File: src/rtl/joypad_scanner.sv
// Joypad front end: synchronizes and debounces the eight board buttons, muxes the active-low row, and raises the joypad interrupt.
// Optional macro JOYPAD_SOCD_EN cancels opposite directions (Right+Left, Up+Down) before the row mux.
module joypad_scanner #(
    parameter int DEBOUNCE_DIV     = 4194,
    parameter int DEBOUNCE_SAMPLES = 4
) (
    input  logic       clock,
    input  logic       reset,
    input  logic [7:0] btn_raw,
    input  logic [1:0] button_sel,
    output logic [3:0] button_data,
    output logic       int_req,
    input  logic       int_ack,
    output logic [7:0] btn_stable
);

    localparam logic [15:0] DIV_LAST = 16'(DEBOUNCE_DIV - 1);
    localparam logic [2:0]  CNT_LAST = 3'(DEBOUNCE_SAMPLES - 1);

    logic [7:0]  sync_meta;
    logic [7:0]  btn_sync;
    logic [15:0] presc;
    logic        tick;
    logic [2:0]  cnt [8];
    logic [3:0]  dir;
    logic [3:0]  act;
    logic [3:0]  prev_data;
    logic        fall;

    always_ff @(posedge clock or negedge reset) begin
        if (!reset) begin
            sync_meta <= '0;
            btn_sync  <= '0;
        end else begin
            sync_meta <= btn_raw;
            btn_sync  <= sync_meta;
        end
    end

    always_ff @(posedge clock or negedge reset) begin
        if (!reset) begin
            presc <= '0;
        end else if (presc == DIV_LAST) begin
            presc <= '0;
        end else begin
            presc <= presc + 16'd1;
        end
    end

    assign tick = (presc == DIV_LAST);

    // A bit only flips after DEBOUNCE_SAMPLES consecutive ticks of disagreement; any agreeing tick restarts the count.
    always_ff @(posedge clock or negedge reset) begin
        if (!reset) begin
            for (int i = 0; i < 8; i++) begin
                cnt[i] <= '0;
            end
            btn_stable <= '0;
        end else if (tick) begin
            for (int i = 0; i < 8; i++) begin
                if (btn_sync[i] == btn_stable[i]) begin
                    cnt[i] <= '0;
                end else if (cnt[i] == CNT_LAST) begin
                    btn_stable[i] <= btn_sync[i];
                    cnt[i]        <= '0;
                end else begin
                    cnt[i] <= cnt[i] + 3'd1;
                end
            end
        end
    end

`ifdef JOYPAD_SOCD_EN
    always_comb begin
        dir = btn_stable[3:0];
        if (btn_stable[0] && btn_stable[1]) begin
            dir[1:0] = 2'b00;
        end
        if (btn_stable[2] && btn_stable[3]) begin
            dir[3:2] = 2'b00;
        end
    end
`else
    assign dir = btn_stable[3:0];
`endif

    assign act = btn_stable[7:4];

    // Purely combinational so a read right after a select write already sees the new row.
    assign button_data = ~(({4{~button_sel[0]}} & dir) | ({4{~button_sel[1]}} & act));

    assign fall = |(prev_data & ~button_data);

    always_ff @(posedge clock or negedge reset) begin
        if (!reset) begin
            prev_data <= 4'hF;
            int_req   <= 1'b0;
        end else begin
            prev_data <= button_data;
            if (fall) begin
                int_req <= 1'b1;
            end else if (int_ack) begin
                int_req <= 1'b0;
            end
        end
    end

endmodule

File: config.mk
export PLATFORM = sky130hd
export DESIGN_NAME = joypad_scanner
export DESIGN_NICKNAME = d
export VERILOG_FILES = /design/src/rtl/joypad_scanner.sv
export SDC_FILE = /design/constraint.sdc
export NUM_CORES = 1
export LEC_CHECK = 0
export CORE_MARGIN = 2
export CORE_UTILIZATION = 50
export DETAILED_ROUTE_END_ITERATION = 6
export PLACE_DENSITY = 0.71
export SYNTH_ARGS = -nofsm -noshare
export SYNTH_HDL_FRONTEND = slang
export SYNTH_SLANG_ARGS = --single-unit
export TNS_END_PERCENT = 10
File: constraint.sdc
create_clock -name clock -period 2.7 [get_ports clock]
set_input_delay 0.54 -clock clock [delete_from_list [all_inputs] [get_ports clock]]
set_output_delay 0.54 -clock clock [all_outputs]
set_load 0.05 [all_outputs]
## After elaboration in Yosys (flattened, before gate mapping)

Cells that the tools add are included.

- Flip-flop bits (word level): 69
- Bits of input ports: 13
- Output and inout bits: 13
- Logic and storage cells: 92

- Add/sub/neg operators: 9
- Equality and inequality tests: 17
- Mux-type cells: 19
- Bitwise logic cells: 16
- Reduce and logical (&&, ||, !) cells: 10

Operators with widths:

| kind | count |
|---|---|
| $mux 3 | 16 |
| $add 3x1->3 const B | 8 |
| $eq 3x2->1 const B | 8 |
| $reduce_and 3->1 | 8 |
| $add 16x1->16 const B | 1 |
| $eq 16x13->1 const B | 1 |
| $mux 16 | 1 |
| $and 4x4->4 | 3 |
| $not 1->1 | 10 |
| $eq 1x1->1 | 8 |
| $not 4->4 | 2 |
| $or 4x4->4 | 1 |
| $reduce_or 4->1 | 1 |
| $mux 1 | 2 |
| $reduce_bool 2->1 | 1 |

## Depth between registers and ports, before layout

- Depth after elaboration: 8
- Depth in mapped cells: 8

## Least setup slack after synthesis

No wires, ideal clock.

- Path type: register -> register
- From: register btn_stable[1]
- To: register int_req
- Arrival time: 2.206 ns
- Required time: 2.564 ns
- Setup slack: 0.357 ns
- Stages on the path, launching flop included: 4
- Path buffers: 0
- Path through: dfrtp_1 -> a22oi_1 -> o22ai_1 -> or3b_2

- Cells in the longest elaborated chain, start to end: 7
- Elaborated cells between the ends (all ways): 8

Ends and longest elaborated chain:

| item | RTL line | source |
|---|---|---|
| start, declared | 14 | `output logic [7:0] btn_stable` |
| start signal, assigned by index | 64 | `btn_stable[i] <= btn_sync[i];` |
| $and 4x4->4 * | 90 | `assign button_data = ~(({4{~button_sel[0]}} & dir) \| ({4{~button_sel[1]}} & act));` |
| $or 4x4->4 * | 90 |  |
| $not 4->4 * | 90 |  |
| named net button_data[1] | 11 | `output logic [3:0] button_data,` |
| $not 4->4 * | 92 | `assign fall = \|(prev_data & ~button_data);` |
| $and 4x4->4 * | 92 |  |
| $reduce_or 4->1 * | 92 |  |
| $mux 1 or $reduce_bool 2->1 (tied branches) | -- |  |
| end signal, assigned | 97 | `int_req <= 1'b0;` |
| end signal, assigned | 101 | `int_req <= 1'b1;` |
| end signal, assigned | 103 | `int_req <= 1'b0;` |
| end, declared | 12 | `output logic int_req,` |

The timed path passes the listed nets; every way through them passes the cells marked *.
A chain may end at the register's enable or synchronous reset.

## Final worst setup path

- From: input port button_sel[0]
- To: output port button_data[2]

- Cells in the longest elaborated chain, start to end: 4

Ends and longest elaborated chain:

| item | RTL line | source |
|---|---|---|
| start, declared | 10 | `input logic [1:0] button_sel,` |
| $not 1->1 | 90 |  |
| $and 4x4->4 | 90 |  |
| $or 4x4->4 | 90 |  |
| $not 4->4 | 90 |  |
| end, declared | 11 |  |

Every way passes these cells.

==> flow_summary.ini <==
[sta]
setup-violations-final = 0
fmax_mhz = 451.1
finalMaxSlewViolations = 0
tns_ns = 0
final.period_utilization = 0.8211
skew_ns = 0.01025
tightest_slew_ns = 0.5379
max_slew_margin = 0.6403
rsz0062_at_grt = no
finalCriticalPeriod_ns = 2.217
hold_viol_final = 0

[die]
fp.dieW_um = 79.62
start_util = 0.5192
core_area_mm2 = 0.005507
ios = 26
row_count = 27
die-area_mm2 = 0.006339
fp.dieH_um = 79.62

[clock_network]
clk_pin_slew_worst_paths_ns = 0.07
insertion_delay_ns = 0.34
cts_resized = 0
cts-buffers-inserted = 9
cts-htree-levels = 3
clockBufferDepth = 2
cts_hold_buffers = 0
cts_tree = built
post_cts_buffers = 0
root_buffer = clkbuf_8
cts_sinks = 69

[pwr]
worst_ir_drop_vdd_mv = 0.3137
cellLeakagePower_uw = 0.001729
comb_power_share = 0.028
p_clk_frac = 0.441
seqPwrFrac = 0.531
p_switching_uw = 408.3
swShare = 0.2063
p_per_area_mw_per_mm2 = 571.7
p_int_uw = 1571

[logic_synthesis]
synth_seq_cells = 69
synth.distinct_cells = 34
postSynthCellCount = 256
synth_compound_area_frac = 0.04639
synth_top_family_by_area = simple AND/OR/NAND/NOR gates
async_flop_share = 1.000
muxShareOfSynthArea = 0.03895
synth_edf_count = 0
yosysWarnings = 0
ys_seq_area_frac = 0.6057
yosys.area_share.simple = 0.1733
synth.avg_cell_area_um2 = 11.17
synthFlopType = dfrtp_1
syn-num-nets = 279
syn_area_mm2 = 0.002859
synth_fa_ha_area_frac = 0.04376
synth_xor_area_frac = 0.06127

[worst_setup_path]
worstPathRequired_ns = 2.16
critPathTopFamily = buffers and inverters
cp_cell_sequence = clkdlybuf4s50_1, inv_1, a22oi_1, buf_12
crit_type = in2out
critPathArrivalTime_ns = 1.68
cp-end-kind = output port
cp-start-kind = input pin
path_buf_inv = 3
worst_path_largest_cell_delay_ns = 0.46
cp_max_fo = 4
crit_path_top_delay_cell = clkdlybuf4s50_1

[finish]
multi_input_area_mm2 = 0.001040
fin_nets = 313
n_fill_cell = 434
syn_to_final_growth_pct = 21.09
antenna_cells = 0
finalNonFillerCells = 367
seqCellArea_mm2 = 0.001732
layout-drive-gt1-share = 0.1051

[detailed_routing]
dr.pass1.iters = 4
drtAntennaViolNets = 0
detail_route.wl_per_cell_um = 13.13
wl_um = 4818
routed_via_density = 5.166
num_vias = 1896
drt_iter0_markers = 116
drc = 0

[placement]
io_buffers = 25
dp_hpwl_um = 3202
gp_congestion = 0.7568
post-place-cells = 351

[hold_path]
min_path_type = in2async

[global_route]
grt_antenna_before_repair = 0
gr-usage-all-layers = 0.1747
grt_first_pass_wirelength_um = 8383
grt_max_degree = 70
grt_pass1_vias = 1840
grt_overflow = 0

[run]
max_cap_violations = 0

[outcome]
status = completed
## power by group through the flow
stage,Clock [uW],Sequential [uW],Combinational [uW]
after floorplan,0,1070,13.6
after global placement,0,1070,55.8
after detailed placement,0,1070,56.3
after CTS,894,1050,56.8
after global routing,936,1050,63.6
final,873,1050,54.6
## final timing paths
path / startpoint / end / slack [ns] / cells after the start
worst min-delay path: reset / btn_stable[2] / 0.20 / 2
max in group asynchronous: reset / prev_data[3] / 2.15 / 2
min in group clock: sync_meta[1] / btn_sync[1] / 0.35 / 0
worst min register to register: sync_meta[1] / btn_sync[1] / 0.35 / 0
worst max register to register: presc[1] / btn_stable[4] / 0.56 / 7
worst max-delay path: button_sel[0] / button_data[2] / 0.48 / 4
## synthesized netlist by cell type, drive strengths merged, types with 2 or more instances
library cell / number / area share
xnor2: 17 / 0.052
xor2: 3 / 0.0092
ha: 10 / 0.044
o22ai: 2 / 0.0044
buf: 3 / 0.0083
mux2: 9 / 0.035
nor2: 30 / 0.039
clkbuf: 2 / 0.0026
nand3: 13 / 0.023
inv: 15 / 0.020
a21oi: 7 / 0.012
nand2: 36 / 0.047
o21ai: 8 / 0.014
dfstp: 4 / 0.037
nand2b: 2 / 0.0044
nor4: 3 / 0.0088
a22oi: 4 / 0.011
and3: 12 / 0.026
dfrtp: 65 / 0.57
## registers in the layout, summed over array words and instances, names as in the netlist
signal      count
sync_meta       8
int_req         1
cnt            24
btn_sync        8
btn_stable      8
prev_data       4
presc          16
## per-layer routing
layer	up-vias	wire, um	global-route usage
met5	-	0	0
met4	0	100	0.08276
met3	11	216	0.04977
met2	37	2257	0.2739
met1	927	2244	0.2239
li1	921	-	-
## cells by family (layout without fill, tap and decap cells)
family | after synthesis | in the layout
buf+inv | 20 | 59
xor+xnor | 20 | 20
flops | 69 | 69
simple gates | 104 | 104
compound gates | 23 | 23
mux | 10 | 10
fa+ha+maj | 10 | 10
## final cells by class
class	instances	share of cell area
sequential	69	0.5002
timing repair buffer	28	0.09613
clock buffer	13	0.04879
inverter	15	0.01626
clock inverter	3	0.01229
multi-input combinational	167	0.3003
tap	72	0.02602
## layout by cell type, fill, tap and decap left out, types with 2 or more instances in the layout
master and n:
dfrtp_1 65, nand2_1 36, nor2_1 30, clkdlybuf4s50_1 20, xnor2_1 17, inv_1 15
nand3_1 13, and3_1 12, clkbuf_8 12, ha_1 10, o21ai_1 8, mux2_1 8
a21oi_1 7, buf_12 6, a22oi_1 4, dfstp_2 4, xor2_1 3, nor4_1 2
nand2b_1 2, o22ai_1 2
## through the flow
stage	setup slack, ns	utilization	area (um2)	hold WS [ns]	power, uW
2_1_floorplan	0.3575	-	2859	0.2444	1083
3_3_place_gp	0.5011	0.5903	3251	0.3316	1126
3_5_place_dp	0.4687	0.5903	3251	0.3372	1128
4_1_cts	0.4828	0.6287	3462	0.2159	2002
5_1_grt	0.4072	0.6287	3462	0.2516	2052
6_report	0.4832	0.6287	3462	0.1962	1979
## worst register-to-register path, cell delays in order (launching register included)
cell	delay (ns)
dfrtp_1	0.40
inv_1	0.07
ha_1	0.15
nor3b_1	0.28
and4_1	0.42
buf_12	0.20
and3_1	0.18
mux2_1	0.33
Power figures use the tool's default switching activity.
